`src/rtl/fetch_pc_reg.sv`:
```
// rtl/fetch_pc_reg.sv - fetch PC register and I-cache request sequencer
//
// Holds the fetch PC, issues one block-aligned request per fetch block,
// captures the block returned by the I-cache and presents it to decode
// together with per-slot PCs. Backend redirects override every other event.
//
// Ports:
//   clk, reset        clock, synchronous active-high reset
//   redirect_valid/pc backend redirect and its target
//   pc_nxt            next fetch PC chosen by the downstream selector
//   ireq_valid/addr   I-cache request (block aligned), ireq_ready accepts it
//   iresp_valid/data  single-cycle I-cache response, slot 0 in the LSBs
//   out_valid/ready   fetch block handshake towards decode
//   out_instr         captured block instructions
//   out_pc            PC of each slot (base + 4*i)
//   validF            slot valid mask (slots before the entry point masked)
//   pcF               sequential successor of each slot (base + 4*(i+1))

module fetch_pc_reg #(
    parameter int                 FETCH_WIDTH = 2,
    parameter int                 XLEN        = 64,
    parameter logic [XLEN-1:0]    PC_RESET    = XLEN'(64'h8000_0000)
) (
    input  logic                        clk,
    input  logic                        reset,
    input  logic                        redirect_valid,
    input  logic [XLEN-1:0]             redirect_pc,
    input  logic [XLEN-1:0]             pc_nxt,
    output logic                        ireq_valid,
    output logic [XLEN-1:0]             ireq_addr,
    input  logic                        ireq_ready,
    input  logic                        iresp_valid,
    input  logic [32*FETCH_WIDTH-1:0]   iresp_data,
    output logic                        out_valid,
    input  logic                        out_ready,
    output logic [32*FETCH_WIDTH-1:0]   out_instr,
    output logic [XLEN*FETCH_WIDTH-1:0] out_pc,
    output logic [FETCH_WIDTH-1:0]      validF,
    output logic [XLEN*FETCH_WIDTH-1:0] pcF
);

    localparam int              BLK_BYTES = 4 * FETCH_WIDTH;
    localparam logic [XLEN-1:0] OFF_MASK  = XLEN'(BLK_BYTES - 1);
    localparam logic [XLEN-1:0] SLOT_MASK = XLEN'(FETCH_WIDTH - 1);

    typedef enum logic [1:0] {
        ST_REQ,
        ST_WAIT,
        ST_HOLD
    } state_t;

    state_t                      state;
    logic [XLEN-1:0]             pc;
    // Set when the outstanding request belongs to a PC that has since been
    // redirected away from; its response must be thrown away.
    logic                        drop;
    logic [32*FETCH_WIDTH-1:0]   instr_q;

    logic [XLEN-1:0]             base;
    logic [XLEN-1:0]             slot_k;

    assign base   = pc & ~OFF_MASK;
    // Entry slot inside the block; works for FETCH_WIDTH == 1 (mask is 0).
    assign slot_k = (pc >> 2) & SLOT_MASK;

    assign ireq_addr  = base;
    // Held low in the reset cycle even if the pre-reset state was REQ.
    assign ireq_valid = (state == ST_REQ) && !reset;
    assign out_valid  = (state == ST_HOLD);
    assign out_instr  = instr_q;

    always_comb begin
        out_pc = '0;
        pcF    = '0;
        validF = '0;
        for (int i = 0; i < FETCH_WIDTH; i++) begin
            out_pc[i*XLEN +: XLEN] = base + XLEN'(4 * i);
            pcF[i*XLEN +: XLEN]    = base + XLEN'(4 * (i + 1));
            validF[i]              = out_valid && (XLEN'(i) >= slot_k);
        end
    end

    always_ff @(posedge clk) begin
        if (reset) begin
            pc      <= PC_RESET;
            state   <= ST_REQ;
            drop    <= 1'b0;
            instr_q <= '0;
        end else begin
            case (state)
                ST_REQ: begin
                    if (redirect_valid) begin
                        pc <= redirect_pc;
                        // The old-PC request still goes out if accepted this
                        // cycle, so its response has to be discarded.
                        if (ireq_ready) begin
                            drop  <= 1'b1;
                            state <= ST_WAIT;
                        end
                    end else if (ireq_ready) begin
                        state <= ST_WAIT;
                    end
                end

                ST_WAIT: begin
                    if (redirect_valid) begin
                        pc <= redirect_pc;
                        if (iresp_valid) begin
                            // Response arriving now is for the old PC: the
                            // request is retired, nothing left to drop.
                            drop  <= 1'b0;
                            state <= ST_REQ;
                        end else begin
                            drop <= 1'b1;
                        end
                    end else if (iresp_valid) begin
                        if (drop) begin
                            drop  <= 1'b0;
                            state <= ST_REQ;
                        end else begin
                            instr_q <= iresp_data;
                            state   <= ST_HOLD;
                        end
                    end
                end

                ST_HOLD: begin
                    // Redirect wins over a same-cycle decode handshake.
                    if (redirect_valid) begin
                        pc    <= redirect_pc;
                        state <= ST_REQ;
                    end else if (out_ready) begin
                        pc    <= pc_nxt;
                        state <= ST_REQ;
                    end
                end

                default: begin
                    state <= ST_REQ;
                end
            endcase
        end
    end

endmodule

```
`config.mk`:
```
export PLATFORM = sky130hd
export DESIGN_NAME = fetch_pc_reg
export DESIGN_NICKNAME = d
export VERILOG_FILES = /design/src/rtl/fetch_pc_reg.sv
export SDC_FILE = /design/constraint.sdc
export NUM_CORES = 1
export LEC_CHECK = 0
export ABC_AREA = 1
export BUFFER_PORTS_ARGS = -buffer_cell sky130_fd_sc_hd__buf_2
export CAP_MARGIN = 15
export CORE_AREA = 8 8 220 222
export DETAILED_ROUTE_END_ITERATION = 8
export DIE_AREA = 0 0 228 230
export PLACE_DENSITY = 0.45
export SYNTH_ARGS = -nofsm -noshare
export SYNTH_HDL_FRONTEND = slang
export SYNTH_SLANG_ARGS = --single-unit
```
`constraint.sdc`:
```
create_clock -name clk -period 1.41 [get_ports clk]
set_input_delay 0.0705 -clock clk [delete_from_list [all_inputs] [get_ports clk]]
set_output_delay 0.0705 -clock clk [all_outputs]
set_load 0.02 [all_outputs]
```
# ---- Word level (Yosys, flattened, before mapping)
# Index checks and enable logic that the tools add are counted.
dict set report op_classes {
  eq_ne 8
  mux 18
  n_reduce_logical 12
  n_lt_le_gt_ge 2
  bitwise 2
  add_sub_neg 2
}
# cell n
set op_table {}
lappend op_table {{$mux W64} 3}
lappend op_table {{$pmux W64 S2} 1}
lappend op_table {{$add A64 B3 Y64 const B} 1}
lappend op_table {{$add A64 B4 Y64 const B} 1}
lappend op_table {{$mux W2} 7}
lappend op_table {{$reduce_and A4 Y1} 2}
lappend op_table {{$ne A2 B2 Y1 const B} 3}
lappend op_table {{$pmux W2 S3} 1}
lappend op_table {{$reduce_and A3 Y1} 2}
lappend op_table {{$mux W1} 5}
lappend op_table {{$reduce_bool A2 Y1} 2}
lappend op_table {{$logic_and A1 B1 Y1} 3}
lappend op_table {{$ne A3 B2 Y1 const B} 1}
lappend op_table {{$ne A3 B3 Y1 const B} 1}
lappend op_table {{$eq A2 B1 Y1 const B} 1}
lappend op_table {{$eq A2 B2 Y1 const B} 1}
lappend op_table {{$ge A1 B1 Y1 const A} 2}
lappend op_table {{$logic_not A2 Y1} 1}
lappend op_table {{$ne A2 B1 Y1 const B} 1}
lappend op_table {{$not A1 Y1} 2}
lappend op_table {{$pmux W1 S2} 1}
lappend op_table {{$reduce_or A2 Y1} 1}
lappend op_table {{$logic_not A1 Y1} 1}
dict set report totals {
  elab_cells 48
  output_inout_bits 388
  in_bits 198
  reg_bits 131
}

# ---- Longest topological paths before layout
dict set report depth {
  word_depth 4
  mapped_depth 9
}

# ---- Worst setup path after synthesis
# No wires, ideal clock.
dict set report synth_path {
  kind {register -> output}
  start {register pc[4]}
  end {output port pcF[91]}
  slack_ps -217
  t_required_ps 1340
  arrival_ps 1556
  path_stages_with_launch 8
  n_path_buf 0
  path_cell_list {dfxtp_1 -> ha_1 -> inv_1 -> nor2_2 -> nand2_2 -> nor2_4 -> nand2_1 -> xor2_1}
}
dict set report synth_between {
  elab_chain_cells 1
}
# item line_no
set synth_rtl {}
lappend synth_rtl {{start: declaration} 53} ;# logic [XLEN-1:0] pc;
lappend synth_rtl {{start signal: assignment} 93} ;# pc <= redirect_pc;
lappend synth_rtl {{start signal: assignment} 107} ;# pc <= redirect_pc;
lappend synth_rtl {{start signal: assignment} 130} ;# pc <= redirect_pc;
lappend synth_rtl {{$add A64 B4 Y64} 78} ;# pcF[i*XLEN +: XLEN] = base + XLEN'(4 * (i + 1));
lappend synth_rtl {{end: declaration} 39} ;# output logic [XLEN*FETCH_WIDTH-1:0] pcF
# Every way passes these cells.

# ---- Final worst setup path
dict set report layout_path {
  start {register pc[3]}
  end {output port pcF[91]}
}
# The elaborated chain is that of the path after synthesis.

==> impl_metrics.json <==
{
  "status": "finished, violations left",
  "violations": "hold timing, setup timing",
  "clockRootBuffer": "clkbuf_16",
  "cp.arrival_ps": 1980,
  "p_leak_nw": 8.98,
  "syn-cell-area_sq_um": 9210,
  "clk_pin_slew_worst_paths_ps": 60,
  "routed_wl_um": 56600,
  "cts_tree": "yes",
  "setup_ws_ps": -636,
  "crit_slowest_cell": "dfxtp_4",
  "initial_utilization_pct": 20.5,
  "die_w_um": 228,
  "drc": 0,
  "synth_seq_cells": 129,
  "areaGrowthSynthToFinish_pct": 105,
  "power.density_nw_per_um2": 760,
  "placed_area_sq_um": 12500,
  "yosysUniqueCellTypes": 29,
  "core_area_sq_um": 44900,
  "fin_hold_ws_ps": -21.2,
  "worstPathCellList": "ha_4 -> inv_4 -> nor2_4 -> nand2_4 -> nor2_4 -> buf_12 -> nand2_8 -> buf_6 -> xor2_2 -> buf_6",
  "clockBufferDepth": 2,
  "insertion_delay_ps": 480,
  "num_vias": 11700,
  "tns_ps": -41350,
  "period_minus_slack_ps": 2050,
  "htreeDepth": 4,
  "rows": 78,
  "numClockSinks": 129,
  "finalWeightedCongestion": 0.874,
  "final_nets": 2337,
  "antenna_found_initial": 9,
  "period_share_pct": 145,
  "grt_setup_unrepaired": "yes",
  "ys_warn_count": 0,
  "crit_path_max_incr_delay_ps": 380,
  "netlist_instances": 1437,
  "stdcell_area_sq_um": 18900,
  "ff_latch_area_sq_um": 2700,
  "port_buffers": 566,
  "die_y_um": 230,
  "place_ws_ps": -649,
  "report.final.slew_viol_count": 0,
  "final_layout_size_suffix_gt1_share_pct": 67.4,
  "first_pass_iters": 5,
  "post_drt_wl_per_cell_um": 20.5,
  "cp_max_fo": 4,
  "min_path_type": "in2reg",
  "hold_viol_final": 3,
  "peakVddDrop_mv": 1.19,
  "drtIter0Drc": 385,
  "fmax_ghz": 0.489,
  "cp-end-kind": "output pin",
  "layout_commonest_cell": "buf_2",
  "grt_pass1_wl_um": 78300,
  "grt_pass1_vias": 12200,
  "pin_count": 586,
  "grtUsageTotal_pct": 19.7,
  "post-dp-hpwl_um": 40200,
  "grt_overflow": 0,
  "setup_viol": 180,
  "die_area_sq_um": 52400,
  "path_class": "reg2out",
  "multi_input_area_sq_um": 6440,
  "max_cap_viol_count": 0,
  "syn_avg_cell_area_sq_um": 6.41,
  "cpLargestDelayFamily": "buffers and inverters",
  "viasPerCell": 4.25,
  "num-fill-cells": 4448,
  "skew_ps": 10.2,
  "startpoint_type": "register",
  "critPathBufInv": 4,
  "postRouteAntennaNets": 0,
  "worstPathRequired_ps": 1340,
  "cts_buffers": 17,
  "grt_max_degree": 67,
  "yosysSeqAreaShare_pct": 28.0,
  "final_cell_mix": "504 x buf_2, 177 x buf_4, 175 x nand2_1, 123 x nor2_1, 118 x dlygate4sd3_1"
}
## synth_stat cells (all sizes together)
master	instances	area [sq um]
nand4	13	81.3
buf	299	2200
inv	79	297
nor3	2	10.0
nor2	249	977
nand3b	1	7.51
o21ai	141	709
ha	1	12.5
a21oi	64	320
and2	1	7.51
conb	2	7.51
a21o	1	7.51
nand3	82	415
nand2	321	1220
xnor2	1	8.76
dfxtp	129	2580
xor2	31	272
clkbuf	20	75.1
## worst min-delay path, delay by kind of cell
family | cells | cell delay (ps)
AO/OA/AOI/OAI | 2 | 150
buffers and inverters | 1 | 80
AND/OR/NAND/NOR | 2 | 110
## power by group
group,total (W),switching (W),leakage (nW),internal [W]
logic,0.00510,0.00295,7.57,0.00215
clock network,0.00517,0.00189,0.325,0.00328
registers,0.00411,0.000232,1.08,0.00388
## per-stage QoR
stage | total power (W) | hold WS [ps] | util [%] | std cells
floorplan | 0.00674 | 140 | - | 1450
global placement | 0.00781 | 307 | 28.0 | 2496
detailed placement | 0.00781 | 316 | 28.0 | 2496
CTS | 0.0139 | 0.0727 | 37.7 | 2720
global route | 0.0149 | -0.563 | 42.1 | 2750
finish | 0.0144 | -21.2 | 42.2 | 2754
## metal layers
layer,share of wire [%],GRT usage [%],up-vias
met3,6.7,6.39,80
li1,-,-,5682
met1,37,20.4,5462
met2,52,36.6,459
met4,3.7,7.60,8
met5,0.078,0,-
## path summary, 6_finish.rpt
kind / startpoint / to / slack (ps) / cells past startpoint
hold reg to reg: pc[2] / pc[2] / 460 / 2
setup reg to reg: state[1] / pc[24] / -210 / 11
hold / removal: redirect_pc[46] / pc[46] / -20 / 5
setup / recovery: pc[3] / pcF[91] / -640 / 10
## cells by family (layout without fill, tap and decap cells)
family | Yosys count | count (layout) | synth area share (%)
other | 2 | 19 | 0.0815
and+or+nand+nor | 669 | 669 | 29.5
AOI/OAI and AO/OA | 206 | 206 | 11.3
xor gates and xnor gates | 32 | 32 | 3.04
adders and majority gates | 1 | 1 | 0.136
buffers and inverters | 398 | 1098 | 28.0
DFF | 129 | 129 | 28.0
## final cells by class
class                   instances  share of cell area (%)
diodes                          4                  0.0529
multi-input cells             923                    34.0
clock buffers                  19                    2.45
clock inverters                12                    1.07
well taps                     600                    3.97
flip-flops and latches        129                    14.2
repair buffers                988                    42.5
inverters                      79                    1.71
## flip-flops by register name, indices dropped and copies added, names as in the netlist
| signal | count |
|---|---|
| pc | 62 |
| out_instr | 64 |
| drop | 1 |
| state | 2 |
## what timing repair did
| item | 4_1_cts | 5_1_grt |
|---|---|---|
| resized for setup | 475 | 522 |
| setup endpoints to repair | 187 | 190 |
| cloned | 23 | 16 |
| pin swaps | 116 | 194 |
| hold buffers | 117 | 1 |
| buffers inserted | 59 | 31 |
| hold endpoints to repair | 105 | 1 |
No activity file was read; power rests on OpenSTA's default activity.
